File: src/rtl/uart_tx_pkg.sv
`default_nettype none
// ============================================================================
// Module   : uart_tx_pkg
// Brief    : Shared state codes and line-level constants for the UART TX block
// Revision : 1.0
// ============================================================================
package uart_tx_pkg;

  typedef enum logic [2:0] {
    ST_IDLE   = 3'b000,
    ST_START  = 3'b001,
    ST_DATA   = 3'b011,
    ST_PARITY = 3'b010,
    ST_STOP   = 3'b110
  } state_e;

  localparam logic PAR_EVEN   = 1'b0;
  localparam logic PAR_ODD    = 1'b1;
  localparam logic IDLE_LEVEL = 1'b1;

endpackage
`default_nettype wire

File: src/rtl/uart_tx_bit_timer.sv
`default_nettype none
// ============================================================================
// Module   : uart_tx_bit_timer
// Brief    : Bit-period down-counter; expire_o is high in the last cycle of a bit
// Revision : 1.0
// ============================================================================
module uart_tx_bit_timer #(
  parameter int PRESCALE_W = 8
) (
  input  logic                  CLK,
  input  logic                  RST,
  input  logic                  load_i,
  input  logic [PRESCALE_W-1:0] load_val_i,
  output logic                  expire_o
);

  logic [PRESCALE_W-1:0] cnt_q;
  logic [PRESCALE_W-1:0] cnt_d;

  always_comb begin
    cnt_d = cnt_q;
    if (load_i) begin
      cnt_d = load_val_i;
    end else if (cnt_q != '0) begin
      cnt_d = cnt_q - PRESCALE_W'(1);
    end
  end

  always_ff @(posedge CLK or negedge RST) begin
    if (!RST) begin
      cnt_q <= '0;
    end else begin
      cnt_q <= cnt_d;
    end
  end

  assign expire_o = (cnt_q == '0);

endmodule
`default_nettype wire

File: src/rtl/uart_tx_frame_ctrl.sv
`default_nettype none
// ============================================================================
// Module   : uart_tx_frame_ctrl
// Brief    : UART transmit frame FSM, serializer and parity with runtime options
// Revision : 1.0
// ============================================================================
module uart_tx_frame_ctrl
  import uart_tx_pkg::*;
#(
  parameter int DATA_WIDTH = 8,
  parameter int PRESCALE_W = 8
) (
  input  logic                  CLK,
  input  logic                  RST,
  input  logic [DATA_WIDTH-1:0] p_data,
  input  logic                  data_valid,
  input  logic                  par_en,
  input  logic                  par_typ,
  input  logic                  stop2,
  input  logic [PRESCALE_W-1:0] prescale,
  output logic                  tx_out,
  output logic                  busy,
  output logic                  tx_done
);

  localparam int                IDX_W      = $clog2(DATA_WIDTH);
  localparam logic [IDX_W-1:0]  c_LAST_IDX = IDX_W'(DATA_WIDTH - 1);

  state_e                state_q, state_d;
  logic                  tx_q, tx_d;
  logic                  busy_q, busy_d;
  logic                  done_q, done_d;
  logic [DATA_WIDTH-1:0] sh_q, sh_d;
  logic [IDX_W-1:0]      idx_q, idx_d;
  logic                  stop_q, stop_d;
  logic                  par_bit_q, par_bit_d;
  logic                  par_en_q, par_en_d;
  logic                  stop2_q, stop2_d;
  logic [PRESCALE_W-1:0] ps_m1_q, ps_m1_d;

  logic                  w_tmr_load;
  logic [PRESCALE_W-1:0] w_tmr_val;
  logic                  w_expire;
  logic [PRESCALE_W-1:0] w_ps_m1_in;

  assign w_ps_m1_in = (prescale == '0) ? '0 : prescale - PRESCALE_W'(1);

  uart_tx_bit_timer #(
    .PRESCALE_W (PRESCALE_W)
  ) u_timer (
    .CLK        (CLK),
    .RST        (RST),
    .load_i     (w_tmr_load),
    .load_val_i (w_tmr_val),
    .expire_o   (w_expire)
  );

  // Outputs are computed for the state being entered so they can be registered.
  always_comb begin
    state_d    = state_q;
    tx_d       = tx_q;
    busy_d     = busy_q;
    done_d     = 1'b0;
    sh_d       = sh_q;
    idx_d      = idx_q;
    stop_d     = stop_q;
    par_bit_d  = par_bit_q;
    par_en_d   = par_en_q;
    stop2_d    = stop2_q;
    ps_m1_d    = ps_m1_q;
    w_tmr_load = 1'b0;
    w_tmr_val  = ps_m1_q;

    case (state_q)
      ST_IDLE: begin
        tx_d   = IDLE_LEVEL;
        busy_d = 1'b0;
        if (data_valid) begin
          sh_d       = p_data;
          par_bit_d  = (^p_data) ^ (par_typ == PAR_ODD);
          par_en_d   = par_en;
          stop2_d    = stop2;
          ps_m1_d    = w_ps_m1_in;
          w_tmr_load = 1'b1;
          w_tmr_val  = w_ps_m1_in;
          state_d    = ST_START;
          tx_d       = 1'b0;
          busy_d     = 1'b1;
        end
      end

      ST_START: begin
        if (w_expire) begin
          w_tmr_load = 1'b1;
          state_d    = ST_DATA;
          idx_d      = '0;
          tx_d       = sh_q[0];
          sh_d       = sh_q >> 1;
        end
      end

      ST_DATA: begin
        if (w_expire) begin
          w_tmr_load = 1'b1;
          if (idx_q == c_LAST_IDX) begin
            if (par_en_q) begin
              state_d = ST_PARITY;
              tx_d    = par_bit_q;
            end else begin
              state_d = ST_STOP;
              tx_d    = IDLE_LEVEL;
              stop_d  = 1'b0;
            end
          end else begin
            idx_d = idx_q + IDX_W'(1);
            tx_d  = sh_q[0];
            sh_d  = sh_q >> 1;
          end
        end
      end

      ST_PARITY: begin
        if (w_expire) begin
          w_tmr_load = 1'b1;
          state_d    = ST_STOP;
          tx_d       = IDLE_LEVEL;
          stop_d     = 1'b0;
        end
      end

      ST_STOP: begin
        if (w_expire) begin
          if (stop2_q && !stop_q) begin
            w_tmr_load = 1'b1;
            stop_d     = 1'b1;
          end else begin
            state_d = ST_IDLE;
            tx_d    = IDLE_LEVEL;
            busy_d  = 1'b0;
            done_d  = 1'b1;
          end
        end
      end

      default: begin
        state_d = ST_IDLE;
        tx_d    = IDLE_LEVEL;
        busy_d  = 1'b0;
      end
    endcase
  end

  always_ff @(posedge CLK or negedge RST) begin
    if (!RST) begin
      state_q   <= ST_IDLE;
      tx_q      <= IDLE_LEVEL;
      busy_q    <= 1'b0;
      done_q    <= 1'b0;
      sh_q      <= '0;
      idx_q     <= '0;
      stop_q    <= 1'b0;
      par_bit_q <= 1'b0;
      par_en_q  <= 1'b0;
      stop2_q   <= 1'b0;
      ps_m1_q   <= '0;
    end else begin
      state_q   <= state_d;
      tx_q      <= tx_d;
      busy_q    <= busy_d;
      done_q    <= done_d;
      sh_q      <= sh_d;
      idx_q     <= idx_d;
      stop_q    <= stop_d;
      par_bit_q <= par_bit_d;
      par_en_q  <= par_en_d;
      stop2_q   <= stop2_d;
      ps_m1_q   <= ps_m1_d;
    end
  end

  assign tx_out  = tx_q;
  assign busy    = busy_q;
  assign tx_done = done_q;

endmodule
`default_nettype wire

File: config.mk
export PLATFORM = sky130hd
export DESIGN_NAME = uart_tx_frame_ctrl
export DESIGN_NICKNAME = d
export VERILOG_FILES = /design/src/rtl/uart_tx_pkg.sv /design/src/rtl/uart_tx_bit_timer.sv /design/src/rtl/uart_tx_frame_ctrl.sv
export SDC_FILE = /design/constraint.sdc
export NUM_CORES = 1
export LEC_CHECK = 0
export CORE_UTILIZATION = 35
export CTS_CLUSTER_DIAMETER = 30
export DETAILED_ROUTE_END_ITERATION = 16
export PLACE_DENSITY = 0.64
export SYNTH_ARGS = -nofsm -noshare
export SYNTH_HDL_FRONTEND = slang
export SYNTH_SLANG_ARGS = --single-unit
File: constraint.sdc
create_clock -name CLK -period 1.7 [get_ports CLK]
set_input_delay 0.51 -clock CLK [delete_from_list [all_inputs] [get_ports CLK]]
set_output_delay 0.51 -clock CLK [all_outputs]
set_load 0.005 [all_outputs]
==> summary.md <==
| Metric | Value |
|---|---|
| Cell accounting for the most synthesized area | dfrtp_1 |
| Final setup viols | 1 |
| CP Capture Type | flip-flop |
| Largest net degree at the start of global routing | 23 |
| Netlist Area Pre-Place | 2130 um^2 |
| Maximum vdd drop | 431 uV |
| Via density | 5.04 |
| Synth warnings | 0 |
| Worst Setup Slack, final | -23.8 ps |
| Initial DRT Pass Iterations | 4 |
| Metal-1 WL | 2.26 mm |
| Clock sink count | 37 |
| Die Wd | 80.0 um |
| R2r worst-path depth | 4 |
| DP Worst Slack | -655 ps |
| Initial antenna violation count | 0 |
| Slew @ Worst Pin | 398 ps |
| Setup Skew | 5.53 ps |
| Vias in the first global route | 1948 |
| WL met2 | 2.70 mm |
| Area contributors post-synth | dfrtp_1, mux2_2, nand2_1 |
| EDFF count, synth | 0 |
| Area post-placement | 2860 um^2 |
| Slew margin rel. | 73.4% |
| Fmax achieved | 580 MHz |
| Worst EP arrival | 1920 ps |
| Startpoint types | input pin |
| Routed wl met3 | 163 um |
| XOR/XNOR Fraction of Synth Area | 6.41% |
| Area grow syn2layout | 52.4% |
| Ant diodes | 0 |
| Die H | 80.0 um |
| Global-route wire length before repair | 8.73 mm |
| Mapped Nets | 242 |
| Final nets | 327 |
| Final period util | 101% |
| Top cell type's share of synthesized area | 42.3% |
| TritonCTS Buffers | 5 |
| Iteration-0 DRC Markers | 57 |
| Max clock buf depth | 2 |
| Final instance area | 3240 um^2 |
| Avg Inst Size Synth | 9.95 um^2 |
| Failing checks | negative setup slack |
| RSZ-0062 raised after global routing | yes |
| Detailed Place HPWL | 3.71 mm |
| Worst EP required | 1890 ps |
| FP Rows | 28 |
| CTS tree | built |
| Cells after Synth | 214 |
| Post-synthesis simple-gate area fraction | 18.6% |
| # IOs | 25 |
| Count leader, synth | dfrtp_1 |
| GRT Total Usage | 17.6% |
| Die area | 6400 um^2 |
| Core area | 5890 um^2 |
| Leak | 0.00149 uW |
| Wirelength per Cell | 13.7 um |
| Compound-cell area share of the yosys netlist | 14.5% |
| Post-route ant nets | 0 |
| Library cells used by synthesis | 48 |
| Hold Buf Count CTS | 0 |
| Vias | 1889 |
| CP max FO | 6 |
| Power after layout | 2920 uW |
| Clk Latency, worst-skew pair | 290 ps |
| Post-route DRC | 0 |
| Mux cell area share after synthesis | 10.3% |
| Status | finished, violations left |
| GPL Wtd Cong | 0.828 |
| Hold Path Class | in -> async |
| Routed wire length | 5.15 mm |
| Largest family of logic cells by synthesized area | simple AND/OR/NAND/NOR gates |
| CTS Root Cell | clkbuf_8 |
| Max Slew Vio Count | 0 |
| Sequential share of the synthesized area | 43.6% |
| WHS | 136 ps |
| Share of cells above drive strength 1 | 42.3% |
| H-tree levels | 2 |
| Ys async rst share | 100% |
| Initial Utilization | 36.2% |
| CP Class | in -> reg |
| Adder-Cell Fraction of Synth Area | 3.53% |
| Worst-path clk slew | 80 ps |
| Pwr dens | 902 nW/um^2 |
| Uppermost layer routed | met4 |
| IO buf count | 24 |
| Fin. Hold Viols | 0 |
| #FFs+latches synth | 37 |
| # Max-Cap Violations | 0 |
| Total grt overflow | 0 |
| Minimum clock period after layout | 1720 ps |
| Synth Flop Type | dfrtp_1 |
| Commonest cells in the synthesized netlist | dfrtp_1, nand2_1, mux2_2 |
-- power by group --
| part | total [uW] | internal (uW) | switching, uW |
|---|---|---|---|
| logic | 1140 | 675 | 470 |
| registers | 1180 | 1050 | 134 |
| clock network | 598 | 284 | 314 |
| total | 2920 | 2010 | 918 |
-- routing by layer --
layer	vias to the layer above	global-route usage, %
met2	36	32.2
met1	909	20.7
met3	4	4.11
met5	-	0
met4	0	4.11
li1	940	-
-- sequential cells by signal, summed over array words and instances, names as in the netlist --
register / flops
sh_q: 8
u_timer.cnt_q: 8
tx_out: 1
par_en_q: 1
idx_q: 3
tx_done: 1
stop_q: 1
ps_m1_q: 8
par_bit_q: 1
stop2_q: 1
state_q: 3
busy: 1
-- worst max-delay path, cell delays in order --
cell	delay [ps]
dlygate4sd2_1	250
or4b_4	540
a21o_4	240
a21boi_4	150
o31ai_2	230
-- area by class of cell --
type / instances / area (um^2)
sequential: 37 / 927
timing repair buffer: 86 / 723
clock buffer: 6 / 72.6
tap: 75 / 93.8
clock inverter: 2 / 10.0
multi-input combinational: 161 / 1380
inverter: 8 / 33.8
fill: 520 / 2640
-- final timing paths --
check	from	endpoint	slack, ps
max reg2reg	state_q[1]	u_timer.cnt_q[7]	0
min	RST	idx_q[2]	140
min reg2reg	ps_m1_q[3]	ps_m1_q[3]	470
max	data_valid	u_timer.cnt_q[7]	-20
max in group asynchronous	RST	ps_m1_q[6]	1100
min in group CLK	ps_m1_q[3]	ps_m1_q[3]	470
-- layout by cell type (no fill, tap or decap), drive strengths merged, types with 5 or more instances in the layout --
cell type / netlist / final
buf: 4 / 63
dfrtp: 36 / 36
nand2: 27 / 27
mux2: 16 / 16
clkdlybuf4s50: 0 / 13
o21ai: 12 / 12
nor2: 11 / 11
xnor2: 10 / 10
clkbuf: 4 / 9
a21oi: 8 / 8
inv: 8 / 7
nand3: 6 / 6
a21o: 6 / 6
ha: 6 / 6
dlygate4sd2: 0 / 5
nor3: 5 / 5
-- per-stage QoR --
stage,util (%),setup TNS (ps),std cells
floorplan,-,-139,214
global placement,48.6,-10600,351
detailed placement,48.6,-11290,351
CTS,53.2,-72.8,371
global route,55.1,-603,375
finish,55.1,-23.8,375
-- cell families after synthesis --
family	Yosys count
simple gates	76
compound gates	45
flops	37
mux	20
buf+inv	16
xor+xnor	14
fa+ha+maj	6
-- timing repair --
| item | CTS | global route |
|---|---|---|
| setup endpoints to repair | 29 | 23 |
| gates resized for setup | 35 | 25 |
| setup buffers | 12 | 5 |
| pin swaps | 14 | 11 |
Power figures use the tool's default switching activity.
